## config.mk

```make
export PLATFORM = sky130hd
export DESIGN_NAME = hub75_fb_feeder_flat
export DESIGN_NICKNAME = d
export VERILOG_FILES = /design/src/rtl/hub75_fb_feeder_pkg.sv /design/src/rtl/hub75_fb_feeder_if.sv /design/src/rtl/hub75_fb_feeder.sv /design/src/flat_wrapper.sv
export SDC_FILE = /design/constraint.sdc
export NUM_CORES = 1
export LEC_CHECK = 0
export CORE_UTILIZATION = 35
export CTS_BUF_LIST = sky130_fd_sc_hd__clkbuf_16
export CTS_CLUSTER_DIAMETER = 120
export CTS_CLUSTER_SIZE = 10
export DETAILED_ROUTE_END_ITERATION = 8
export PLACE_DENSITY = 0.58
export SLEW_MARGIN = 10
export SYNTH_ARGS = -nofsm -noshare
export SYNTH_HDL_FRONTEND = slang
export SYNTH_SLANG_ARGS = --single-unit
```

## constraint.sdc

```tcl
create_clock -name clk -period 2.5 [get_ports clk]
set_clock_uncertainty 0.2 [all_clocks]
set_input_delay 0.375 -clock clk [delete_from_list [all_inputs] [get_ports clk]]
set_output_delay 0.375 -clock clk [all_outputs]
set_load 0.1 [all_outputs]
```

## src/rtl/hub75_fb_feeder_pkg.sv

```systemverilog
// hub75_fb_feeder_pkg: shared constants and types for the frame buffer feeder
package hub75_fb_feeder_pkg;
  localparam int STAT_CNT_W = 8;
  typedef logic [STAT_CNT_W-1:0] frame_cnt_t;
endpackage

```

## src/rtl/hub75_fb_feeder_if.sv

```systemverilog
// hub75_fb_feeder_if: pixel stream, line-buffer write, store/swap handshakes and status
interface hub75_fb_feeder_if
  import hub75_fb_feeder_pkg::*;
#(
  parameter int N_BANKS  = 2,
  parameter int N_ROWS   = 32,
  parameter int N_COLS   = 64,
  parameter int BITDEPTH = 24
);
  localparam int LOG_N_BANKS = $clog2(N_BANKS);
  localparam int LOG_N_ROWS  = $clog2(N_ROWS);
  localparam int LOG_N_COLS  = $clog2(N_COLS);
  logic [BITDEPTH-1:0]    in_data;
  logic                   in_sof;
  logic                   in_valid;
  logic                   in_ready;
  logic [LOG_N_BANKS-1:0] fbw_bank_addr;
  logic [LOG_N_ROWS-1:0]  fbw_row_addr;
  logic                   fbw_row_store;
  logic                   fbw_row_rdy;
  logic                   fbw_row_swap;
  logic [BITDEPTH-1:0]    fbw_data;
  logic [LOG_N_COLS-1:0]  fbw_col_addr;
  logic                   fbw_wren;
  logic                   frame_swap;
  logic                   frame_rdy;
  logic                   stat_resync;
  frame_cnt_t             stat_frame_cnt;
  modport master (
    input  in_data, in_sof, in_valid, fbw_row_rdy, frame_rdy,
    output in_ready, fbw_bank_addr, fbw_row_addr, fbw_row_store, fbw_row_swap,
           fbw_data, fbw_col_addr, fbw_wren, frame_swap, stat_resync, stat_frame_cnt
  );
  modport slave (
    output in_data, in_sof, in_valid, fbw_row_rdy, frame_rdy,
    input  in_ready, fbw_bank_addr, fbw_row_addr, fbw_row_store, fbw_row_swap,
           fbw_data, fbw_col_addr, fbw_wren, frame_swap, stat_resync, stat_frame_cnt
  );
endinterface

```

## src/rtl/hub75_fb_feeder.sv

```systemverilog
// hub75_fb_feeder: writes a raster pixel stream into the line buffer, sequencing row stores and frame swaps
module hub75_fb_feeder
  import hub75_fb_feeder_pkg::*;
#(
  parameter int N_BANKS     = 2,
  parameter int N_ROWS      = 32,
  parameter int N_COLS      = 64,
  parameter int BITDEPTH    = 24,
  parameter int LOG_N_BANKS = $clog2(N_BANKS),
  parameter int LOG_N_ROWS  = $clog2(N_ROWS),
  parameter int LOG_N_COLS  = $clog2(N_COLS)
)(
  input logic             clk,
  input logic             rst,
  hub75_fb_feeder_if.master bus
);
  localparam logic [2:0] S_FILL        = 3'd0;
  localparam logic [2:0] S_ROW_WAIT    = 3'd1;
  localparam logic [2:0] S_FRAME_GUARD = 3'd2;
  localparam logic [2:0] S_FRAME_DRAIN = 3'd3;
  localparam logic [2:0] S_FRAME_SWAP  = 3'd4;
  localparam logic [2:0] S_SWAP_GUARD  = 3'd5;
  localparam logic [2:0] S_SWAP_WAIT   = 3'd6;
  localparam logic [LOG_N_COLS-1:0]  COL_MAX  = LOG_N_COLS'(N_COLS - 1);
  localparam logic [LOG_N_ROWS-1:0]  ROW_MAX  = LOG_N_ROWS'(N_ROWS - 1);
  localparam logic [LOG_N_BANKS-1:0] BANK_MAX = LOG_N_BANKS'(N_BANKS - 1);
  localparam int LINE_W = LOG_N_BANKS + LOG_N_ROWS;
  logic [2:0]             state_q, state_d;
  logic                   run_q;
  logic [LOG_N_COLS-1:0]  col_q, col_d, eff_col;
  logic [LOG_N_ROWS-1:0]  row_q, row_d, eff_row;
  logic [LOG_N_BANKS-1:0] bank_q, bank_d, eff_bank;
  logic                   accept, last_col, last_line, nonzero;
  logic                   wren_q, store_q, resync_q;
  logic [BITDEPTH-1:0]    data_q;
  logic [LOG_N_COLS-1:0]  col_addr_q;
  logic [LOG_N_ROWS-1:0]  row_addr_q;
  logic [LOG_N_BANKS-1:0] bank_addr_q;
  frame_cnt_t             frame_cnt_q;

  // run_q keeps in_ready low until the first edge after reset release
  assign bus.in_ready       = run_q && state_q == S_FILL;
  assign accept             = bus.in_valid && bus.in_ready;
  assign nonzero            = |{col_q, row_q, bank_q};
  assign eff_col            = bus.in_sof ? '0 : col_q;
  assign eff_row            = bus.in_sof ? '0 : row_q;
  assign eff_bank           = bus.in_sof ? '0 : bank_q;
  assign last_col           = eff_col == COL_MAX;
  assign last_line          = row_q == ROW_MAX && bank_q == BANK_MAX;
  assign bus.fbw_wren       = wren_q;
  assign bus.fbw_data       = data_q;
  assign bus.fbw_col_addr   = col_addr_q;
  assign bus.fbw_bank_addr  = bank_addr_q;
  assign bus.fbw_row_addr   = row_addr_q;
  assign bus.fbw_row_store  = store_q;
  assign bus.fbw_row_swap   = store_q;
  assign bus.frame_swap     = state_q == S_FRAME_SWAP;
  assign bus.stat_resync    = resync_q;
  assign bus.stat_frame_cnt = frame_cnt_q;

  // sequencing FSM and raster position counters; SOF forces the position back to 0/0/0
  always_comb begin
    state_d = state_q;
    col_d   = col_q;
    row_d   = row_q;
    bank_d  = bank_q;
    case (state_q)
      S_FILL: if (accept) begin
        col_d   = eff_col + 1'b1;
        row_d   = eff_row;
        bank_d  = eff_bank;
        state_d = last_col ? S_ROW_WAIT : S_FILL;
      end
      S_ROW_WAIT: if (bus.fbw_row_rdy) begin
        state_d = last_line ? S_FRAME_GUARD : S_FILL;
        if (!last_line) {bank_d, row_d} = {bank_q, row_q} + LINE_W'(1);
      end
      S_FRAME_GUARD: state_d = S_FRAME_DRAIN;
      S_FRAME_DRAIN: state_d = bus.fbw_row_rdy ? S_FRAME_SWAP : S_FRAME_DRAIN;
      S_FRAME_SWAP: begin
        row_d   = '0;
        bank_d  = '0;
        state_d = S_SWAP_GUARD;
      end
      S_SWAP_GUARD: state_d = S_SWAP_WAIT;
      S_SWAP_WAIT: state_d = bus.frame_rdy ? S_FILL : S_SWAP_WAIT;
      default: state_d = S_FILL;
    endcase
  end

  // state, registered write port, one-cycle pulses and frame counter
  always_ff @(posedge clk or posedge rst) begin
    if (rst) begin
      state_q     <= S_FILL;
      run_q       <= 1'b0;
      col_q       <= '0;
      row_q       <= '0;
      bank_q      <= '0;
      wren_q      <= 1'b0;
      store_q     <= 1'b0;
      resync_q    <= 1'b0;
      data_q      <= '0;
      col_addr_q  <= '0;
      row_addr_q  <= '0;
      bank_addr_q <= '0;
      frame_cnt_q <= '0;
    end else begin
      state_q  <= state_d;
      run_q    <= 1'b1;
      col_q    <= col_d;
      row_q    <= row_d;
      bank_q   <= bank_d;
      wren_q   <= accept;
      store_q  <= state_q == S_ROW_WAIT && bus.fbw_row_rdy;
      resync_q <= accept && bus.in_sof && nonzero;
      if (accept) begin
        data_q     <= bus.in_data;
        col_addr_q <= eff_col;
      end
      if (accept && last_col) begin
        bank_addr_q <= eff_bank;
        row_addr_q  <= eff_row;
      end
      if (state_q == S_FRAME_SWAP) frame_cnt_q <= frame_cnt_q + 1'b1;
    end
  end
endmodule

```

## src/flat_wrapper.sv

```systemverilog
// flat-port wrapper written by rule: the top's interface ports become plain ports
module hub75_fb_feeder_flat import hub75_fb_feeder_pkg::*;
#(
  parameter int N_BANKS     = 2,
  parameter int N_ROWS      = 32,
  parameter int N_COLS      = 64,
  parameter int BITDEPTH    = 24,
  parameter int LOG_N_BANKS = $clog2(N_BANKS),
  parameter int LOG_N_ROWS  = $clog2(N_ROWS),
  parameter int LOG_N_COLS  = $clog2(N_COLS)
)
  (clk, rst, bus_in_data, bus_in_sof, bus_in_valid, bus_fbw_row_rdy, bus_frame_rdy, bus_in_ready, bus_fbw_bank_addr, bus_fbw_row_addr, bus_fbw_row_store, bus_fbw_row_swap, bus_fbw_data, bus_fbw_col_addr, bus_fbw_wren, bus_frame_swap, bus_stat_resync, bus_stat_frame_cnt);
  hub75_fb_feeder_if #(.N_BANKS(N_BANKS), .N_ROWS(N_ROWS), .N_COLS(N_COLS), .BITDEPTH(BITDEPTH)) bus_i ();
  input logic clk;
  input logic rst;
  input wire logic [$bits(bus_i.in_data)-1:0] bus_in_data;
  input wire logic [$bits(bus_i.in_sof)-1:0] bus_in_sof;
  input wire logic [$bits(bus_i.in_valid)-1:0] bus_in_valid;
  input wire logic [$bits(bus_i.fbw_row_rdy)-1:0] bus_fbw_row_rdy;
  input wire logic [$bits(bus_i.frame_rdy)-1:0] bus_frame_rdy;
  output wire logic [$bits(bus_i.in_ready)-1:0] bus_in_ready;
  output wire logic [$bits(bus_i.fbw_bank_addr)-1:0] bus_fbw_bank_addr;
  output wire logic [$bits(bus_i.fbw_row_addr)-1:0] bus_fbw_row_addr;
  output wire logic [$bits(bus_i.fbw_row_store)-1:0] bus_fbw_row_store;
  output wire logic [$bits(bus_i.fbw_row_swap)-1:0] bus_fbw_row_swap;
  output wire logic [$bits(bus_i.fbw_data)-1:0] bus_fbw_data;
  output wire logic [$bits(bus_i.fbw_col_addr)-1:0] bus_fbw_col_addr;
  output wire logic [$bits(bus_i.fbw_wren)-1:0] bus_fbw_wren;
  output wire logic [$bits(bus_i.frame_swap)-1:0] bus_frame_swap;
  output wire logic [$bits(bus_i.stat_resync)-1:0] bus_stat_resync;
  output wire logic [$bits(bus_i.stat_frame_cnt)-1:0] bus_stat_frame_cnt;
  assign bus_i.in_data = bus_in_data;
  assign bus_i.in_sof = bus_in_sof;
  assign bus_i.in_valid = bus_in_valid;
  assign bus_i.fbw_row_rdy = bus_fbw_row_rdy;
  assign bus_i.frame_rdy = bus_frame_rdy;
  assign bus_in_ready = bus_i.in_ready;
  assign bus_fbw_bank_addr = bus_i.fbw_bank_addr;
  assign bus_fbw_row_addr = bus_i.fbw_row_addr;
  assign bus_fbw_row_store = bus_i.fbw_row_store;
  assign bus_fbw_row_swap = bus_i.fbw_row_swap;
  assign bus_fbw_data = bus_i.fbw_data;
  assign bus_fbw_col_addr = bus_i.fbw_col_addr;
  assign bus_fbw_wren = bus_i.fbw_wren;
  assign bus_frame_swap = bus_i.frame_swap;
  assign bus_stat_resync = bus_i.stat_resync;
  assign bus_stat_frame_cnt = bus_i.stat_frame_cnt;
  hub75_fb_feeder #(.N_BANKS(N_BANKS), .N_ROWS(N_ROWS), .N_COLS(N_COLS), .BITDEPTH(BITDEPTH), .LOG_N_BANKS(LOG_N_BANKS), .LOG_N_ROWS(LOG_N_ROWS), .LOG_N_COLS(LOG_N_COLS)) u_core (.clk(clk), .rst(rst), .bus(bus_i));
endmodule
```

== Word-level counts from Yosys, hierarchy flattened ==
Cells that the tools add are included.
W data, S select, Z words.

* Bits of input ports: 30
* Flip-flop bits (word level): 63
* Word-level logic and storage cells: 58
* Output and inout port bits: 50

* Add/subtract/negate cells: 3
* Muxes and demuxes: 18
* Reduce and logical (&&, ||, !) cells: 13
* Equality and inequality tests: 11

{| class="wikitable"
|+ Operator list
! operator !! number
|-
| $pmux W3 S7 || 1
|-
| $mux W5 || 4
|-
| $pmux W5 S3 || 1
|-
| $add A6 B1 Y6 const B || 2
|-
| $mux W3 || 4
|-
| $reduce_or A12 Y1 || 1
|-
| $eq A3 B3 Y1 const B || 3
|-
| $add A8 B1 Y8 const B || 1
|-
| $logic_and A1 B1 Y1 || 7
|-
| $eq A3 B2 Y1 const B || 2
|-
| $eq A6 B6 Y1 const B || 1
|-
| $mux W6 || 1
|-
| $eq A5 B5 Y1 const B || 1
|-
| $mux W1 || 5
|-
| $ne A2 B2 Y1 const B || 2
|-
| $reduce_and A2 Y1 || 2
|-
| $reduce_and A4 Y1 || 1
|-
| $eq A3 B1 Y1 const B || 1
|-
| $logic_not A3 Y1 || 1
|-
| $pmux W1 S3 || 1
|-
| $reduce_bool A3 Y1 || 1
|-
| $mux W2 || 1
|-
| $ne A2 B1 Y1 const B || 1
|}

== Logic depth before layout (Yosys ltp) ==
* Depth in word-level cells: 5
* Mapped depth: 8
* Depth with buffers taken out: 7

== Worst setup path before layout ==
OpenSTA, ideal clock, no wires.

* Path type: flip-flop to flip-flop
* Start point: register u_core.state_q[1]
* End point: register u_core.frame_cnt_q[4] (netlist: u_core.bus.stat_frame_cnt[4])
* Period minus slack after synthesis: 3.848 ns
* Stages on the path, launching flop included: 5
* Arrival: 3.489 ns
* Data required time: 2.141 ns
* Path slack: -1.348 ns
* Path buffers: 1
* Cell sequence: dfrtp_1 clkbuf_1 nor3_1 nand4_1 xnor2_1

* Cells in the longest elaborated chain, start to end: 1

{| class="wikitable"
|+ RTL lines
! element !! line !! RTL
|-
| from (decl) || hub75_fb_feeder.sv:28 || <nowiki>logic [2:0] state_q, state_d;</nowiki>
|-
| from (signal assigned) || hub75_fb_feeder.sv:108 || <nowiki>state_q <= state_d;</nowiki>
|-
| $eq A3 B3 Y1 || n/a ||
|-
| via bus_frame_swap || flat_wrapper.sv:29 || <nowiki>output wire logic [$bits(bus_i.frame_swap)-1:0] bus_frame_swap;</nowiki>
|-
| to (signal assigned) || hub75_fb_feeder.sv:124 || <nowiki>if (state_q == S_FRAME_SWAP) frame_cnt_q <= frame_cnt_q + 1'b1;</nowiki>
|-
| to (decl) || hub75_fb_feeder.sv:39 || <nowiki>frame_cnt_t frame_cnt_q;</nowiki>
|}

The timed path passes the listed nets, and every way through them passes these cells.
A chain may end at the register's enable or synchronous reset.

== Worst setup path in the final report ==
* Start point: input port bus_in_sof
* End point: register u_core.row_addr_q[1] (netlist: u_core.bus.fbw_row_addr[1])

* Cells in the longest elaborated chain, start to end: 3

{| class="wikitable"
|+ RTL lines
! element !! line !! RTL
|-
| from (decl) || flat_wrapper.sv:17 || <nowiki>input wire logic [$bits(bus_i.in_sof)-1:0] bus_in_sof;</nowiki>
|-
| $mux W6 || hub75_fb_feeder.sv:45 || <nowiki>assign eff_col = bus.in_sof ? '0 : col_q;</nowiki>
|-
| via u_core.eff_col[0] || hub75_fb_feeder.sv:30 || <nowiki>logic [LOG_N_COLS-1:0] col_q, col_d, eff_col;</nowiki>
|-
| $eq A6 B6 Y1 || hub75_fb_feeder.sv:48 || <nowiki>assign last_col = eff_col == COL_MAX;</nowiki>
|-
| $logic_and A1 B1 Y1 || hub75_fb_feeder.sv:120 || <nowiki>if (accept && last_col) begin</nowiki>
|-
| to (signal assigned) || hub75_fb_feeder.sv:122 || <nowiki>row_addr_q <= eff_row;</nowiki>
|-
| to (decl) || hub75_fb_feeder.sv:37 || <nowiki>logic [LOG_N_ROWS-1:0] row_addr_q;</nowiki>
|}

The timed path passes the listed nets, and every way through them passes these cells.

==> impl_results.md <==
* Status: complete, no violations
* CP endpoint kind: flop
* Crit path launch type: primary input
* Total number of vias at 2148
* TritonCTS clock tree: yes
* Initial Util at 35.97%
* Htree depth at 3
* FF+latch count, synth at 63
* Std-Cell Rows at 32
* TritonCTS Sinks at 63
* CP Data Arrival Time at between 2 and 2.5 ns
* Mapped Nets at 303
* Average cell area after synthesis at 10.28 um2
* Buf/Inv on CP at 1
* Static leakage at 1.979 nW
* Area grow syn2layout at 42.26%
* Max_slew headroom at 66.96%
* Layout cells sized above 1 at between 20% and 30%
* Max incr delay on CP at around 0.50 ns
* Clock period minus worst slack at about 2.2 ns
* Nets at about 390
* Final wirelength at 5938 um
* Fraction of registers with async set/reset at between 90% and 100%
* 1st-iter DRT viols at between 90 and 100
* Worst-path clk slew at 0.05 ns
* Total power at 3.616 mW
* Die Y at 90.89 um
* GP Congestion at 0.7396
* Hold Worst Slack at approximately 0.22 ns
* Worst setup path category: in2reg
* Most common cell after layout, fill and taps aside: nand2_1
* I/O pin count at 80
* GR Util All Layers at 15.54%
* Largest net degree at the start of global routing at 64
* Postcts setup bufs at 0
* Root Buffer: clkbuf_16
* VDD IR max at 0.0005158 V
* Power per cell area at 919.1 nW/um2
* Worst-margin pin slew at around 0.49 ns
* Family with the most delay on the worst path: simple AND/OR/NAND/NOR gates
* DRC at 0
* Core Region at 7687 um2
* Placed Area at 3621 um2
* Final hold vios at 0
* CTS Buf Count at 9
* Max Fclk at 458.6 MHz
* Placed Cells at 448
* Drt pass-1 iters at 4
* PortBufs at 79
* Setup WS pre-CTS at 0.0004663 ns
* Non-filler instance count after layout at about 460
* Wire length of the first global-routing pass at 10020 um
* Design area at 3934 um2
* Die width at roughly 91 um
* Max FO, Critical Path at 7
* Number of global-route vias before repair at 2045
* Final setup viols at 0
* Worst-Skew Late Latency at about 0.33 ns
* Clock Tree Buf Depth at 2
* WL/cell at 12.80 um
* CP required at 2.51 ns
* Commonest non-fill, non-tap cells in the layout: nand2_1 (89), dfrtp_1 (63), buf_4 (58)
* Fin worst setup slack at 0.3195 ns
* Slew Viols, Final at 0
* Cts hold-fix bufs at 0
* Die Area at 8260 um2
* Cells after Synth at roughly 270
* Sequential share of the synthesized area at 57.01%
* Slowest-stage cell, CP: clkdlybuf4s50_1
* Setup TNS at 0 ns
* Antenna violations before repair at 0
* DP HPWL at 3993 um
* Post-CTS sizing at 0
* Synthesis warning total at 0
* Hold/Removal Path Class: in2async
* Final core utilization at 51.17%
* GR Overflow Total at 0
* Commonest register cell after synthesis: dfrtp_1
* Tcrit/Tclk final at 87.22%
* RSZ-0062 raised after global routing: no
* Ant. Diodes at 0
* Unique masters post-synth at 43
* Vias per cell at 4.629
* CP Cell Sequence: clkdlybuf4s50_1 -> nor2b_1 -> ha_1 -> nand3_1 -> or3_1 -> mux2_4
* Antenna-violating nets left at 0
* Max Cap Viol at 0
* Synthesized area at about 2800 um2
* Number of synthesized flops with an enable pin at 0
==> cells by family (layout without fill, tap and decap cells) <==
family / Yosys count / after routing / synth area share (%)
buffers and inverters: 16 / 109 / 2.896
adders and majority gates: 4 / 4 / 1.810
AOI/OAI and AO/OA: 27 / 27 / 6.516
DFF: 63 / 63 / 57.01
xor gates and xnor gates: 7 / 7 / 2.217
and+or+nand+nor: 139 / 139 / 23.76
other: 1 / 1 / 0.1356
muxes: 12 / 12 / 5.656
==> worst reg2reg max path, delay by kind of cell, from the launching register on <==
kind	cells	cell delay, ns
multiplexers	1	0.27
AO/OA/AOI/OAI	2	0.45
adder cells (fa/ha/maj)	2	0.45
flip-flops	1	0.43
AND/OR/NAND/NOR	2	0.27
==> power by group <==
group	switching, mW	internal (mW)	total [mW]
logic	0.805	0.273	1.08
clock network	0.439	0.863	1.30
registers	0.0975	1.14	1.24
total	1.34	2.27	3.62
==> state kept, by name, indices dropped and copies added (netlist names) <==
signal                     cells
u_core.bus.fbw_data           24
u_core.bus.stat_frame_cnt      8
u_core.bus.fbw_col_addr        6
u_core.col_q                   6
u_core.bus.fbw_row_addr        5
u_core.row_q                   5
u_core.state_q                 3
u_core.bank_q                  1
u_core.bus.fbw_bank_addr       1
u_core.bus.fbw_row_store       1
u_core.bus.fbw_wren            1
u_core.bus.stat_resync         1
u_core.run_q                   1
==> layout make-up <==
cell class / instances / area [um2]
tap: 102 / 127.6
inverter: 3 / 11.26
fill: 745 / 3754
clock inverter: 7 / 87.58
timing repair buffer: 90 / 785.8
clock buffer: 9 / 225.2
sequential: 63 / 1577
multi-input combinational: 190 / 1120
==> cells in the mapped netlist, types with 5 or more instances <==
cell type	instances	area, um2
and3_1	5	31.28
mux2_2	5	56.30
dfrtp_1	63	1577
nand3_1	6	30.03
o21ai_0	7	35.03
mux2_4	6	90.09
nor4_1	5	31.28
a21oi_1	6	30.03
nor2b_1	13	81.33
xnor2_1	5	43.79
nand2_1	89	334.1
clkbuf_1	6	22.52
==> path summary, 6_finish.rpt <==
| kind | cells past startpoint | to | slack (ns) | start |
|---|---|---|---|---|
| setup / recovery | 6 | u_core.bus.fbw_row_addr[1] | 0.32 | bus_in_sof |
| hold / removal | 3 | u_core.bus.fbw_data[15] | 0.22 | rst |
| setup reg to reg | 7 | u_core.row_q[0] | 0.32 | u_core.row_q[0] |
| hold reg to reg | 2 | u_core.bus.fbw_col_addr[3] | 0.27 | u_core.bus.fbw_col_addr[3] |
| max in group asynchronous | 3 | u_core.bus.fbw_row_addr[2] | 1.58 | rst |
| min in group clk | 2 | u_core.bus.fbw_col_addr[3] | 0.27 | u_core.bus.fbw_col_addr[3] |
==> routing by layer <==
layer | share of wire (%) | track usage (%) | up-vias | wire length (um)
li1 | - | - | 1085 | -
met1 | 49 | 21.32 | 1004 | 2897
met2 | 45 | 22.73 | 51 | 2648
met3 | 4.8 | 3.620 | 8 | 287
met4 | 1.8 | 8.333 | 0 | 104
met5 | 0 | 0 | - | 0
Note: power is estimated with default switching activity, not from simulation.
